<file path="config.mk">
export PLATFORM = sky130hd
export DESIGN_NAME = rr_ex_stage_reg
export DESIGN_NICKNAME = d
export VERILOG_FILES = /design/src/rtl/rr_ex_stage_reg_pkg.sv /design/src/rtl/rr_ex_stage_reg_load_use_detect.sv /design/src/rtl/rr_ex_stage_reg.sv
export SDC_FILE = /design/constraint.sdc
export NUM_CORES = 1
export LEC_CHECK = 0
export BUFFER_PORTS_ARGS = -buffer_cell sky130_fd_sc_hd__buf_2
export CAP_MARGIN = 15
export CORE_ASPECT_RATIO = 0.75
export CORE_MARGIN = 8
export CORE_UTILIZATION = 49
export DETAILED_ROUTE_END_ITERATION = 10
export PLACE_DENSITY = 0.85
export SLEW_MARGIN = 5
export SYNTH_ARGS = -nofsm -noshare
export SYNTH_HDL_FRONTEND = slang
export SYNTH_HIERARCHICAL = 1
export SYNTH_SLANG_ARGS = --single-unit
</file>
<file path="constraint.sdc">
create_clock -name clk -period 6.6 [get_ports clk]
set_clock_uncertainty 0.2 [all_clocks]
set_input_delay 0.66 -clock clk [delete_from_list [all_inputs] [get_ports clk]]
set_output_delay 0.66 -clock clk [all_outputs]
set_load 0.005 [all_outputs]
</file>
<file path="src/rtl/rr_ex_stage_reg_pkg.sv">
// Shared widths and control/payload types for the RR->EX pipeline register.
package rr_ex_stage_reg_pkg;
  localparam int REG_W   = 5;
  localparam int DATA_W  = 32;
  localparam int ALUOP_W = 4;

  typedef struct packed {
    logic               RegWrite;
    logic               MemRead;
    logic               MemWrite;
    logic               MemtoReg;
    logic               ALUSrc;
    logic [ALUOP_W-1:0] ALUop;
  } rr_ex_ctrl_t;

  localparam rr_ex_ctrl_t CTRL_BUBBLE = '0;

  typedef struct packed {
    logic              valid;
    logic [REG_W-1:0]  rs;
    logic [REG_W-1:0]  rt;
    logic [REG_W-1:0]  dstn;
    logic [DATA_W-1:0] rdata1;
    logic [DATA_W-1:0] rdata2;
    logic [DATA_W-1:0] imm;
    rr_ex_ctrl_t       ctrl;
  } rr_ex_pay_t;

  // An all-zero slot never writes and never matches in forwarding.
  localparam rr_ex_pay_t PAY_BUBBLE = '{valid: 1'b0, rs: '0, rt: '0, dstn: '0,
                                        rdata1: '0, rdata2: '0, imm: '0,
                                        ctrl: CTRL_BUBBLE};
endpackage

</file>
<file path="src/rtl/rr_ex_stage_reg_load_use_detect.sv">
// Combinational load-use compare of an RR-stage consumer against a load in EX.
module load_use_detect #(
  parameter int REG_W = 5
) (
  input  logic             valid_ex,
  input  logic             memread_ex,
  input  logic [REG_W-1:0] dstn_ex,
  input  logic             valid_rr,
  input  logic             uses_rs_rr,
  input  logic             uses_rt_rr,
  input  logic [REG_W-1:0] rs_rr,
  input  logic [REG_W-1:0] rt_rr,
  output logic             hazard
);
  logic load_in_ex;
  logic rs_hit;
  logic rt_hit;

  always_comb begin
    // $0 is never a real producer, so a load targeting it cannot stall.
    load_in_ex = valid_ex && memread_ex && (dstn_ex != '0);
    rs_hit     = uses_rs_rr && (rs_rr == dstn_ex);
    rt_hit     = uses_rt_rr && (rt_rr == dstn_ex);
    hazard     = load_in_ex && valid_rr && (rs_hit || rt_hit);
  end
endmodule

</file>
<file path="src/rtl/rr_ex_stage_reg.sv">
// RR->EX pipeline register with load-use bubble insertion, hold, flush and a
// saturating bubble counter.
module rr_ex_stage_reg
  import rr_ex_stage_reg_pkg::*;
#(
  parameter int DATA_W  = rr_ex_stage_reg_pkg::DATA_W,
  parameter int REG_W   = rr_ex_stage_reg_pkg::REG_W,
  parameter int ALUOP_W = rr_ex_stage_reg_pkg::ALUOP_W,
  parameter int CNT_W   = 16
) (
  input  logic               clk,
  input  logic               rst_n,
  input  logic               valid_rr,
  input  logic [REG_W-1:0]   rs_rr,
  input  logic [REG_W-1:0]   rt_rr,
  input  logic [REG_W-1:0]   dstn_rr,
  input  logic               uses_rs_rr,
  input  logic               uses_rt_rr,
  input  logic [DATA_W-1:0]  rdata1_rr,
  input  logic [DATA_W-1:0]  rdata2_rr,
  input  logic [DATA_W-1:0]  imm_rr,
  input  logic               RegWrite_rr,
  input  logic               MemRead_rr,
  input  logic               MemWrite_rr,
  input  logic               MemtoReg_rr,
  input  logic               ALUSrc_rr,
  input  logic [ALUOP_W-1:0] ALUop_rr,
  input  logic               hold_ex,
  input  logic               flush_ex,
  output logic               valid_rr_ex,
  output logic [REG_W-1:0]   rs_rr_ex,
  output logic [REG_W-1:0]   rt_rr_ex,
  output logic [REG_W-1:0]   dstn_rr_ex,
  output logic [DATA_W-1:0]  rdata1_rr_ex,
  output logic [DATA_W-1:0]  rdata2_rr_ex,
  output logic [DATA_W-1:0]  imm_rr_ex,
  output logic               RegWrite_rr_ex,
  output logic               MemRead_rr_ex,
  output logic               MemWrite_rr_ex,
  output logic               MemtoReg_rr_ex,
  output logic               ALUSrc_rr_ex,
  output logic [ALUOP_W-1:0] ALUop_rr_ex,
  output logic               stall_rr,
  output logic [CNT_W-1:0]   bubble_cnt
);
  rr_ex_pay_t       pay_d, pay_q, pay_in;
  logic [CNT_W-1:0] cnt_d, cnt_q;
  logic             hazard;

  load_use_detect #(.REG_W(REG_W)) u_lud (
    .valid_ex   (pay_q.valid),
    .memread_ex (pay_q.ctrl.MemRead),
    .dstn_ex    (pay_q.dstn),
    .valid_rr   (valid_rr),
    .uses_rs_rr (uses_rs_rr),
    .uses_rt_rr (uses_rt_rr),
    .rs_rr      (rs_rr),
    .rt_rr      (rt_rr),
    .hazard     (hazard)
  );

  always_comb begin
    pay_in.valid         = 1'b1;
    pay_in.rs            = rs_rr;
    pay_in.rt            = rt_rr;
    pay_in.dstn          = dstn_rr;
    pay_in.rdata1        = rdata1_rr;
    pay_in.rdata2        = rdata2_rr;
    pay_in.imm           = imm_rr;
    pay_in.ctrl.RegWrite = RegWrite_rr;
    pay_in.ctrl.MemRead  = MemRead_rr;
    pay_in.ctrl.MemWrite = MemWrite_rr;
    pay_in.ctrl.MemtoReg = MemtoReg_rr;
    pay_in.ctrl.ALUSrc   = ALUSrc_rr;
    pay_in.ctrl.ALUop    = ALUop_rr;
  end

  always_comb begin
    stall_rr = (hazard || hold_ex) && !flush_ex;
    pay_d    = pay_q;
    cnt_d    = cnt_q;
    if (flush_ex) begin
      pay_d = PAY_BUBBLE;
    end else if (hold_ex) begin
      pay_d = pay_q;
    end else if (hazard) begin
      pay_d = PAY_BUBBLE;
      if (cnt_q != '1) cnt_d = cnt_q + CNT_W'(1);
    end else if (valid_rr) begin
      pay_d = pay_in;
    end else begin
      // Invalid RR slots are scrubbed so they never carry RegWrite or a dstn.
      pay_d = PAY_BUBBLE;
    end
  end

  always_ff @(posedge clk or negedge rst_n) begin
    if (!rst_n) begin
      pay_q <= PAY_BUBBLE;
      cnt_q <= '0;
    end else begin
      pay_q <= pay_d;
      cnt_q <= cnt_d;
    end
  end

  always_comb begin
    valid_rr_ex    = pay_q.valid;
    rs_rr_ex       = pay_q.rs;
    rt_rr_ex       = pay_q.rt;
    dstn_rr_ex     = pay_q.dstn;
    rdata1_rr_ex   = pay_q.rdata1;
    rdata2_rr_ex   = pay_q.rdata2;
    imm_rr_ex      = pay_q.imm;
    RegWrite_rr_ex = pay_q.ctrl.RegWrite;
    MemRead_rr_ex  = pay_q.ctrl.MemRead;
    MemWrite_rr_ex = pay_q.ctrl.MemWrite;
    MemtoReg_rr_ex = pay_q.ctrl.MemtoReg;
    ALUSrc_rr_ex   = pay_q.ctrl.ALUSrc;
    ALUop_rr_ex    = pay_q.ctrl.ALUop;
    bubble_cnt     = cnt_q;
  end
endmodule

</file>
# Yosys cells after proc, flatten, opt, wreduce, memory -nomap -nowiden
# Index checks and enable logic that the tools add are counted.
# Widths: inputs -> output; s select.
totals:
  ff_bits: 137
  output_inout_bits: 138
  inputBits: 127
op_classes:
  addsub: 1
  n_bitwise: 2
  eq_ne: 4
  mux: 4
  reduce_logical: 12
op_table:
  columns: ["operator", "count"]
  rows:
  - ["$mux 121", 4]
  - ["$add 16x1->16 const B", 1]
  - ["$ne 16x16->1 const B", 1]
  - ["$eq 5x5->1", 2]
  - ["$logic_and 1x1->1", 7]
  - ["$reduce_bool 5->1", 1]
  - ["$reduce_and 4->1", 1]
  - ["$logic_or 1x1->1", 2]
  - ["$ne 2x1->1 const B", 1]
  - ["$not 1->1", 2]
  - ["$logic_not 1->1", 1]

# Longest topological paths before layout
# Gate-level depths: netlist (run 1).
depth:
  depth_word: 7
  ltp_mapped: 8
  mapped_depth_nobuf: 8

# By module
# The synthesis (run 1) kept the hierarchy.
modules_own_cells:
  columns: ["mod", "cells_each", "area_each_um2", "instances", "seq_area_each_um2"]
  rows:
  - ["rr_ex_stage_reg", 349, 5087.4, 1, 3428.3]
  - ["load_use_detect", 17, 131.4, 1, 0.0]

# Worst setup path after synthesis (run 1)
# OpenSTA, ideal clock, no wires.
synth_timing:
  path_type: "in2reg"
  start: "in rt_rr[1]"
  end: "reg cnt_q[10], in the netlist bubble_cnt[10]"
  path_stages: 8
  setup_slack_ps: 3911
  t_required_ps: 6273
  setup_time_ps: 127
  t_arrival_ps: 2362
  cell_sequence: "xor2_1 -> nor4_1 -> nand3_1 -> a21oi_1 -> or3b_4 -> nor4_4 -> nand3_1 -> xnor2_1"
synth_via:
  elab_chain_cells: 5
synth_rtl:
  columns: ["item", "line", "text"]
  rows:
  - ["start, declared", "rr_ex_stage_reg.sv:15", "input logic [REG_W-1:0] rt_rr,"]
  - ["$eq 5x5->1", "rr_ex_stage_reg_load_use_detect.sv:23", "rt_hit = uses_rt_rr && (rt_rr == dstn_ex);"]
  - ["$logic_and 1x1->1", "rr_ex_stage_reg_load_use_detect.sv:23", null]
  - ["$logic_or 1x1->1", "rr_ex_stage_reg_load_use_detect.sv:24", "hazard = load_in_ex && valid_rr && (rs_hit || rt_hit);"]
  - ["$logic_and 1x1->1", "rr_ex_stage_reg_load_use_detect.sv:24", null]
  - ["named net hazard", "rr_ex_stage_reg.sv:48", "logic hazard;"]
  - ["$reduce_and 4->1 (no source line)", null, null]
  - ["end signal, assigned", "rr_ex_stage_reg.sv:103", "cnt_q <= cnt_d;"]
  - ["end, declared", "rr_ex_stage_reg.sv:47", "logic [CNT_W-1:0] cnt_d, cnt_q;"]
# The timed path passes the listed nets, and every way through them passes these cells.
# A chain may end at the register's enable or synchronous reset.

# Final worst setup path (run 1)
layout_timing:
  start: "reg pay_q (netlist bit dstn_rr_ex[2])"
  end: "out stall_rr"
layout_via:
  elab_chain_cells: 6
  word_cells_on_any_way: 11
layout_rtl:
  columns: ["item", "line", "text"]
  rows:
  - ["start, declared", "rr_ex_stage_reg.sv:46", "rr_ex_pay_t pay_d, pay_q, pay_in;"]
  - ["start signal, assigned", "rr_ex_stage_reg.sv:102", "pay_q <= pay_d;"]
  - ["$eq 5x5->1, or another cell as far along", "rr_ex_stage_reg_load_use_detect.sv:22", "rs_hit = uses_rs_rr && (rs_rr == dstn_ex);"]
  - ["$logic_and 1x1->1 (on tied branches)", "rr_ex_stage_reg_load_use_detect.sv:22, rr_ex_stage_reg_load_use_detect.sv:21, rr_ex_stage_reg_load_use_detect.sv:23", null]
  - ["$logic_or 1x1->1 or $logic_and 1x1->1 (tied branches)", "rr_ex_stage_reg_load_use_detect.sv:24", null]
  - ["$logic_and 1x1->1 (*)", "rr_ex_stage_reg_load_use_detect.sv:24", null]
  - ["named net hazard", "rr_ex_stage_reg.sv:48", null]
  - ["$logic_or 1x1->1 (*)", "rr_ex_stage_reg.sv:79", "stall_rr = (hazard || hold_ex) && !flush_ex;"]
  - ["$logic_and 1x1->1 (*)", "rr_ex_stage_reg.sv:79", null]
  - ["end, declared", "rr_ex_stage_reg.sv:43", "output logic stall_rr,"]
# The timed path passes the listed nets; every way through them passes the cells marked *.

==> metrics.md, run 1 <==
| Metric | Value |
|---|---|
| Die Y | 105 µm |
| Via Count | 4231 |
| Min cycle time layout | 3.13 ns |
| Max FO, Critical Path | 5 |
| Crit Path Category | flip-flop to primary output |
| CORE AREA | 10300 µm² |
| CP Data Arrival Time | 2.27 ns |
| Global-route usage over all layers | 20.8% |
| Fin Setup TNS | 0 ns |
| Gr ovfl total | 0 |
| WL/cell | 19.5 µm |
| Overall Power | 2.06 mW |
| Vias in the first global route | 4503 |
| Max Fclk | 320 MHz |
| Met3 Usage GRT | 7.16% |
| Leakage | 4.16 nW |
| Multi-input gate area | 1680 µm² |
| Crit-path slowest cell | dfrtp_1 |
| Synthesized instance count | 366 |
| Max IR drop VDD | 0.195 mV |
| CP bufs+invs | 1 |
| DR DRC count | 0 |
| Critical Path, Cell by Cell | xor2_1, nor4_1, nand3_1, a21oi_1, nor2_1, nor2_1, buf_2 |
| CP top delay family | simple AND/OR/NAND/NOR gates |
| H-tree depth | 4 |
| Initial core utilization | 50.5% |
| Critical path's largest stage delay | 0.45 ns |
| Drt pass-1 iters | 4 |
| Fillers | 737 |
| Antenna violations before repair | 0 |
| GPL Wtd Cong | 0.911 |
| Register area share after synthesis | 65.7% |
| #FFs+latches synth | 137 |
| Mapped Area | 5220 µm² |
| CTS Buffer Depth | 2 |
| Port bufs | 264 |
| Yosys warns | 6 |
| Post-DRT Antenna Nets | 0 |
| Post-CTS Setup Bufs | 0 |
| Max-Cap Viols | 0 |
| Mapped Avg Cell Area | 14.3 µm² |
| IO Pins | 265 |
| CTS tree | built |
| Gr busiest metal | met2 |
| Power Density | 282 nW/µm² |
| Post-synth cell types | 31 |
| Placed Cells | 744 |
| DRT iter0 DRCs | 242 |
| CTS Sinks | 137 |
| Routed WL | 15200 µm |
| Antenna cells | 0 |
| DP HPWL | 10800 µm |
| Outcome | complete, no violations |
| Tcrit/Tclk final | 47.4% |
| Crit start category | flip-flop |
| Area Growth Syn to Fin | 40.1% |
| Layout Nets | 756 |
| Grt met1 use | 25.0% |
| Final Hold Fails | 0 |
| Hold crit path type | input port to async pin |
| Fin. max-slew vios | 0 |
| Post-Layout Cell Count | 776 |
| Share of cells above drive strength 1 | 48.3% |
| Hold bufs inserted after CTS | 0 |
| Syn Nets | 494 |
| Slew headroom | 38.2% |
| Clock slew at reported path FFs | 0.06 ns |
| M2 GR Usage | 33.5% |
| CTS Buf Count | 17 |
| Vias/cell | 5.45 |
| Pin count of the biggest net entering global routing | 122 |
| Post_cts resized | 0 |
| RSZ-0062 raised after global routing | false |
| Die width | 135 µm |
| Worst EP required | 5.74 ns |
| Worst slew pin tran | 0.928 ns |
| DIE AREA | 14200 µm² |
| Setup crit end kind | primary output |
| Seq. cell area | 3430 µm² |
| CTS Root Cell | clkbuf_16 |
| Num rows | 32 |
| First-pass GRT wire length | 23600 µm |
| CP most frequent cell | nor2_1 |
| Setup Viol. Count Final | 0 |
| Clk_lat worst skew | 0.40 ns |
where the power goes:
part | internal (mW) | switching [mW] | total, mW
Sequential | 0.868 | 0.0171 | 0.886
Combinational | 0.0710 | 0.0760 | 0.147
Clock | 0.690 | 0.341 | 1.03
Total | 1.63 | 0.434 | 2.06
stage by stage:
stage	instance area, µm²	utilization [%]	worst slack, ns	hold WS [ns]
2_1_floorplan	5220	-	3.91	0.164
3_3_place_gp	6640	64.3	3.53	0.282
3_5_place_dp	6640	64.3	3.40	0.285
4_1_cts	7290	70.6	3.51	0.0210
5_1_grt	7310	70.8	3.36	0.0490
6_report	7310	70.8	3.47	0.0123
flip-flops by register name, summed over array words and instances, names as in the netlist, 4 cells and up:
signal        count
rt_rr_ex          5
dstn_rr_ex        5
bubble_cnt       16
rdata1_rr_ex     32
rs_rr_ex          5
rdata2_rr_ex     32
imm_rr_ex        32
ALUop_rr_ex       4
cells by family after synthesis:
family / count (synthesis) / synth area share (%)
AND/OR/NAND/NOR: 48 / 6.35
flip-flops: 137 / 65.7
AO/OA/AOI/OAI: 129 / 21.3
XOR/XNOR: 22 / 3.69
multiplexers: 1 / 0.288
buffers and inverters: 28 / 2.47
adder cells (fa/ha/maj): 1 / 0.240
metal layers:
| layer | routed length (µm) | vias to the layer above |
|---|---|---|
| met3 | 1350 | 19 |
| met5 | 0 | - |
| li1 | - | 1926 |
| met2 | 7380 | 201 |
| met4 | 272 | 0 |
| met1 | 6160 | 2085 |
Yosys cell counts:
master | count | share of area (%)
a22o_1 | 120 | 20
o21ai_0 | 1 | 0.096
or4_1 | 1 | 0.14
nor2_2 | 1 | 0.12
o21a_1 | 1 | 0.14
and4_1 | 4 | 0.67
nor4_1 | 3 | 0.36
a21oi_1 | 3 | 0.29
a21o_1 | 1 | 0.14
mux2_4 | 1 | 0.29
dfrtp_1 | 137 | 66
ha_1 | 1 | 0.24
nor3b_1 | 1 | 0.14
nand3_1 | 8 | 0.77
nor4b_2 | 2 | 0.58
clkbuf_1 | 7 | 0.50
nand4_1 | 4 | 0.48
and3_1 | 1 | 0.12
nor3_1 | 5 | 0.48
nand2_1 | 5 | 0.36
xnor2_1 | 6 | 1.0
a31oi_1 | 1 | 0.12
nor4_4 | 2 | 0.82
nor2b_1 | 1 | 0.12
inv_1 | 2 | 0.14
xor2_1 | 16 | 2.7
o2111ai_1 | 2 | 0.34
or3b_4 | 1 | 0.22
nor2_1 | 7 | 0.50
nand4_2 | 2 | 0.48
buf_2 | 19 | 1.8
worst register-to-register path: cells and delay by family (launching register included):
| kind | cells | cell delay (ns) |
|---|---|---|
| simple gates | 5 | 1.52 |
| compound gates | 1 | 0.37 |
| flops | 1 | 0.45 |
| xor+xnor | 2 | 0.36 |
final cells by class:
cell class / count / share of cell area [%]
Clock buffer: 20 / 6.24
Clock inverter: 11 / 2.67
Inverter: 2 / 0.103
Multi-Input combinational cell: 201 / 22.9
Sequential cell: 137 / 46.9
Tap cell: 136 / 2.33
Timing Repair Buffer: 269 / 18.8
layout by cell type (no fill, tap or decap), types with 2 or more instances in the layout:
| master | count |
|---|---|
| a21oi_1 | 3 |
| a22o_1 | 120 |
| and4_1 | 4 |
| buf_2 | 263 |
| buf_4 | 4 |
| bufinv_16 | 5 |
| clkbuf_16 | 17 |
| clkbuf_8 | 2 |
| clkinv_2 | 2 |
| clkinv_4 | 4 |
| dfrtp_1 | 137 |
| inv_1 | 2 |
| nand2_1 | 5 |
| nand3_1 | 8 |
| nand4_1 | 4 |
| nand4_2 | 2 |
| nor2_1 | 7 |
| nor3_1 | 5 |
| nor4_1 | 3 |
| nor4_4 | 2 |
| o2111ai_1 | 2 |
| xnor2_1 | 6 |
| xor2_1 | 16 |
worst paths after layout:
check	slack, ns	to	startpoint	cells after the start
max	3.47	stall_rr	dstn_rr_ex[2]$_DFFE_PN0P_	7
min	0.01	MemtoReg_rr_ex$_DFFE_PN0P_	rst_n	1
max reg2reg	3.62	bubble_cnt[15]$_DFFE_PN0P_	dstn_rr_ex[2]$_DFFE_PN0P_	8
min reg2reg	0.30	ALUSrc_rr_ex$_DFFE_PN0P_	ALUSrc_rr_ex$_DFFE_PN0P_	1
max in group asynchronous	4.85	rdata2_rr_ex[25]$_DFFE_PN0P_	rst_n	2
min in group clk	0.27	RegWrite_rr_ex$_DFFE_PN0P_	RegWrite_rr	2
No activity file was read; power rests on OpenSTA's default activity.
==> inputs of run 2 (changes only) <==
--- a/config.mk
+++ b/config.mk
@@ -9,9 +9,9 @@
 export CAP_MARGIN = 15
 export CORE_ASPECT_RATIO = 0.75
 export CORE_MARGIN = 8
-export CORE_UTILIZATION = 49
+export CORE_UTILIZATION = 41
 export DETAILED_ROUTE_END_ITERATION = 10
-export PLACE_DENSITY = 0.85
+export PLACE_DENSITY = 0.76
 export SLEW_MARGIN = 5
 export SYNTH_ARGS = -nofsm -noshare
 export SYNTH_HDL_FRONTEND = slang
==> constraint.sdc (replaced) <==
create_clock -name clk -period 2.7 [get_ports clk]
set_clock_uncertainty 0.2 [all_clocks]
set_input_delay 0.27 -clock clk [delete_from_list [all_inputs] [get_ports clk]]
set_output_delay 0.27 -clock clk [all_outputs]
set_load 0.005 [all_outputs]
==> run 2 against run 1 <==
Against the previous run:
- first-iteration DRC count up 49%
- critical path depth up 3
- total power increased by 140%
- die area up 17%
- routed wire length up 23%
- non-clock buffer count is 126 higher
- clock power up 120%
- count of clock-buffer cells in the layout shrank 2
- register-to-register slack got worse by 3.5 ns
- final cell count increased by 21%
- combinational power grew to 3.6 times the previous value
- critical endpoint is now bubble_cnt[12]$_DFFE_PN0P_
- largest cell class unchanged
- highest routed layer unchanged
==> metrics.md, run 2 (same netlist as run 1, synthesis figures left out) <==
| Metric | Value |
|---|---|
| GPL Wtd Cong | 0.800 (was 0.911) |
| Slew headroom | 58.2% (was 38.2%) |
| Tcrit/Tclk final | 97.0% |
| Die Y | 114 µm (was 105 µm) |
| Antenna violations before repair | 5 (was 0) |
| CORE AREA | 12300 µm² (was 10300 µm²) |
| Routed WL | 18700 µm (was 15200 µm) |
| P_sw | 1.19 mW (was 0.434 mW) |
| CTS Buf Count | 17 (unchanged) |
| Fillers | 863 (was 737) |
| Sequential share of power | 43.3% (was 42.9%) |
| CTS Root Cell | clkbuf_16 (unchanged) |
| First-pass GRT wire length | 28700 µm (was 23600 µm) |
| Internal power | 3.81 mW (was 1.63 mW) |
| Multi-input gate area | 1700 µm² (was 1680 µm²) |
| DR DRC count | 0 (unchanged) |
| Area post-placement | 6740 µm² (was 6640 µm²) |
| Fin. max-slew vios | 0 (unchanged) |
| Max IR drop VDD | 0.457 mV (was 0.195 mV) |
| CTS Buffer Depth | 2 (unchanged) |
| Gr ovfl total | 0 (unchanged) |
| Drt pass-1 iters | 4 (unchanged) |
| Overall Power | 5.00 mW (was 2.06 mW) |
| Crit start category | input port (was flip-flop) |
| Global-route usage over all layers | 21.6% (was 20.8%) |
| CP Data Arrival Time | 2.70 ns (was 2.27 ns) |
| DIE AREA | 16600 µm² (was 14200 µm²) |
| Final Hold Fails | 0 (unchanged) |
| DP HPWL | 11200 µm (was 10800 µm) |
| RSZ-0062 raised after global routing | true (was false) |
| Crit Path Category | input port to flip-flop (was flip-flop to primary output) |
| WL/cell | 19.9 µm (was 19.5 µm) |
| Clock slew at reported path FFs | 0.06 ns (about the same) |
| Die width | 146 µm (was 135 µm) |
| Pin count of the biggest net entering global routing | 80 (was 122) |
| Clock power frac | 46.1% (was 50.0%) |
| Setup crit end kind | flip-flop (was primary output) |
| Critical path's largest stage delay | 0.54 ns (was 0.45 ns) |
| Critical Path, Cell by Cell | dlygate4sd3_1, buf_2, xor2_1, nor4_1, nand3_1, a21oi_2, or3b_4, nor4_4, nand3_1, xnor2_1 (was xor2_1, nor4_1, nand3_1, a21oi_1, nor2_1, nor2_1, buf_2) |
| Final instance area | 8630 µm² (was 7310 µm²) |
| CTS Sinks | 137 (unchanged) |
| Max-Cap Viols | 0 (unchanged) |
| Max Fclk | 382 MHz |
| Most frequent cells in the layout | 261 x buf_2, 136 x dfrtp_1, 120 x a22o_1, 120 x dlygate4sd3_1, 18 x clkbuf_16 (was 263 x buf_2, 137 x dfrtp_1, 120 x a22o_1) |
| Initial core utilization | 42.3% (was 50.5%) |
| DRT iter0 DRCs | 361 (was 242) |
| Hold crit path type | input port to flip-flop (was input port to async pin) |
| Combinational share of power | 10.6% (was 7.1%) |
| Num rows | 35 (was 32) |
| Clk_lat worst skew | 0.39 ns (was 0.40 ns) |
| Share of cells above drive strength 1 | 41.9% (was 48.3%) |
| H-tree depth | 4 (unchanged) |
| Sw frac | 23.9% (was 21.0%) |
| Outcome | complete, no violations (unchanged) |
| Crit-path slowest cell | dlygate4sd3_1 (was dfrtp_1) |
| Commonest non-fill, non-tap cell in the layout | buf_2 (unchanged) |
| IO Pins | 265 (unchanged) |
| CTS tree | built (unchanged) |
| Worst hold slack | 0.0777 ns (was 0.0123 ns) |
| Vias in the first global route | 5278 (was 4503) |
| CP most frequent cell | nand3_1 (was nor2_1) |
| Max FO, Critical Path | 5 (unchanged) |
| Layout Nets | 882 (was 756) |
| Power Density | 579 nW/µm² (was 282 nW/µm²) |
| Post-DRT Antenna Nets | 0 (unchanged) |
| Setup Viol. Count Final | 0 (unchanged) |
| Min cycle time layout | 2.62 ns |
| Worst slew pin tran | 0.627 ns (was 0.928 ns) |
| Worst EP required | 2.78 ns (was 5.74 ns) |
| Area Growth Syn to Fin | 65.3% (was 40.1%) |
| Vias/cell | 5.18 (was 5.45) |
| Leakage | 4.68 nW (was 4.16 nW) |
| Port bufs | 264 (unchanged) |
| Via Count | 4866 (was 4231) |
| Seq. cell area | 3430 µm² (about the same) |
[run 2: worst paths after layout]
check / to / cells after the start / slack (ns) / startpoint
hold reg to reg: rdata1_rr_ex[15]$_DFFE_PN0P_ / 1 / 0.30 / rdata1_rr_ex[15]$_DFFE_PN0P_
setup / recovery: bubble_cnt[12]$_DFFE_PN0P_ / 10 / 0.08 / rt_rr[0]
min in group asynchronous: bubble_cnt[9]$_DFFE_PN0P_ / 2 / 0.21 / rst_n
setup reg to reg: bubble_cnt[12]$_DFFE_PN0P_ / 8 / 0.12 / dstn_rr_ex[1]$_DFFE_PN0P_
max in group asynchronous: rdata2_rr_ex[4]$_DFFE_PN0P_ / 3 / 1.35 / rst_n
hold / removal: rs_rr_ex[1]$_DFFE_PN0P_ / 2 / 0.08 / rs_rr[1]
[run 2: repair_timing]
action / 4_1_cts / 5_1_grt
cloned: 0 / 1
buffers inserted: 0 / 2
pin swaps: 0 / 9
endpoints found under the hold margin: 182 / 0
setup endpoints to repair: 45 / 132
hold buffers: 121 / 0
resized for setup: 2 / 12
[run 2: power by group through the flow]
| stage | clock [mW] | combinational [mW] | sequential [mW] |
|---|---|---|---|
| after floorplan | 0 | 0.116 | 2.20 |
| after global placement | 0 | 0.365 | 2.19 |
| after detailed placement | 0 | 0.373 | 2.20 |
| after CTS | 2.36 | 0.513 | 2.16 |
| after global routing | 2.45 | 0.569 | 2.17 |
| final | 2.30 | 0.528 | 2.17 |
[run 2: final cells by class]
class,count,area share [%]
flip-flops and latches,137,39.7
inverters,2,0.0870
multi-input cells,201,19.7
diodes,6,0.174
clock inverters,14,1.93
repair buffers,395,31.0
well taps,166,2.41
clock buffers,18,4.97
[run 2: stage by stage]
step,setup WS [ns],cells,util [%],TNS (ns)
finish,0.0800,939,69.9,0
CTS,0.0184,932,69.3,0
detailed placement,-0.0235,779,54.6,-0.0917
global placement,0.0510,779,54.6,0
floorplan,0.216,366,-,0
global route,-0.0243,938,69.8,-0.0279
[run 2: per-layer routing]
metal,part of all wire [%],GRT usage (%),wire (µm)
met4,2.4,10.4,450
met5,0,0,0
met3,7.0,7.04,1310
met1,39,24.2,7320
met2,51,37.0,9630
[run 2: worst max-delay path, delay by kind of cell]
kind / cells / cell delay (ns)
xor+xnor: 2 / 0.29
buf+inv: 2 / 0.68
compound gates: 1 / 0.21
simple gates: 5 / 1.24
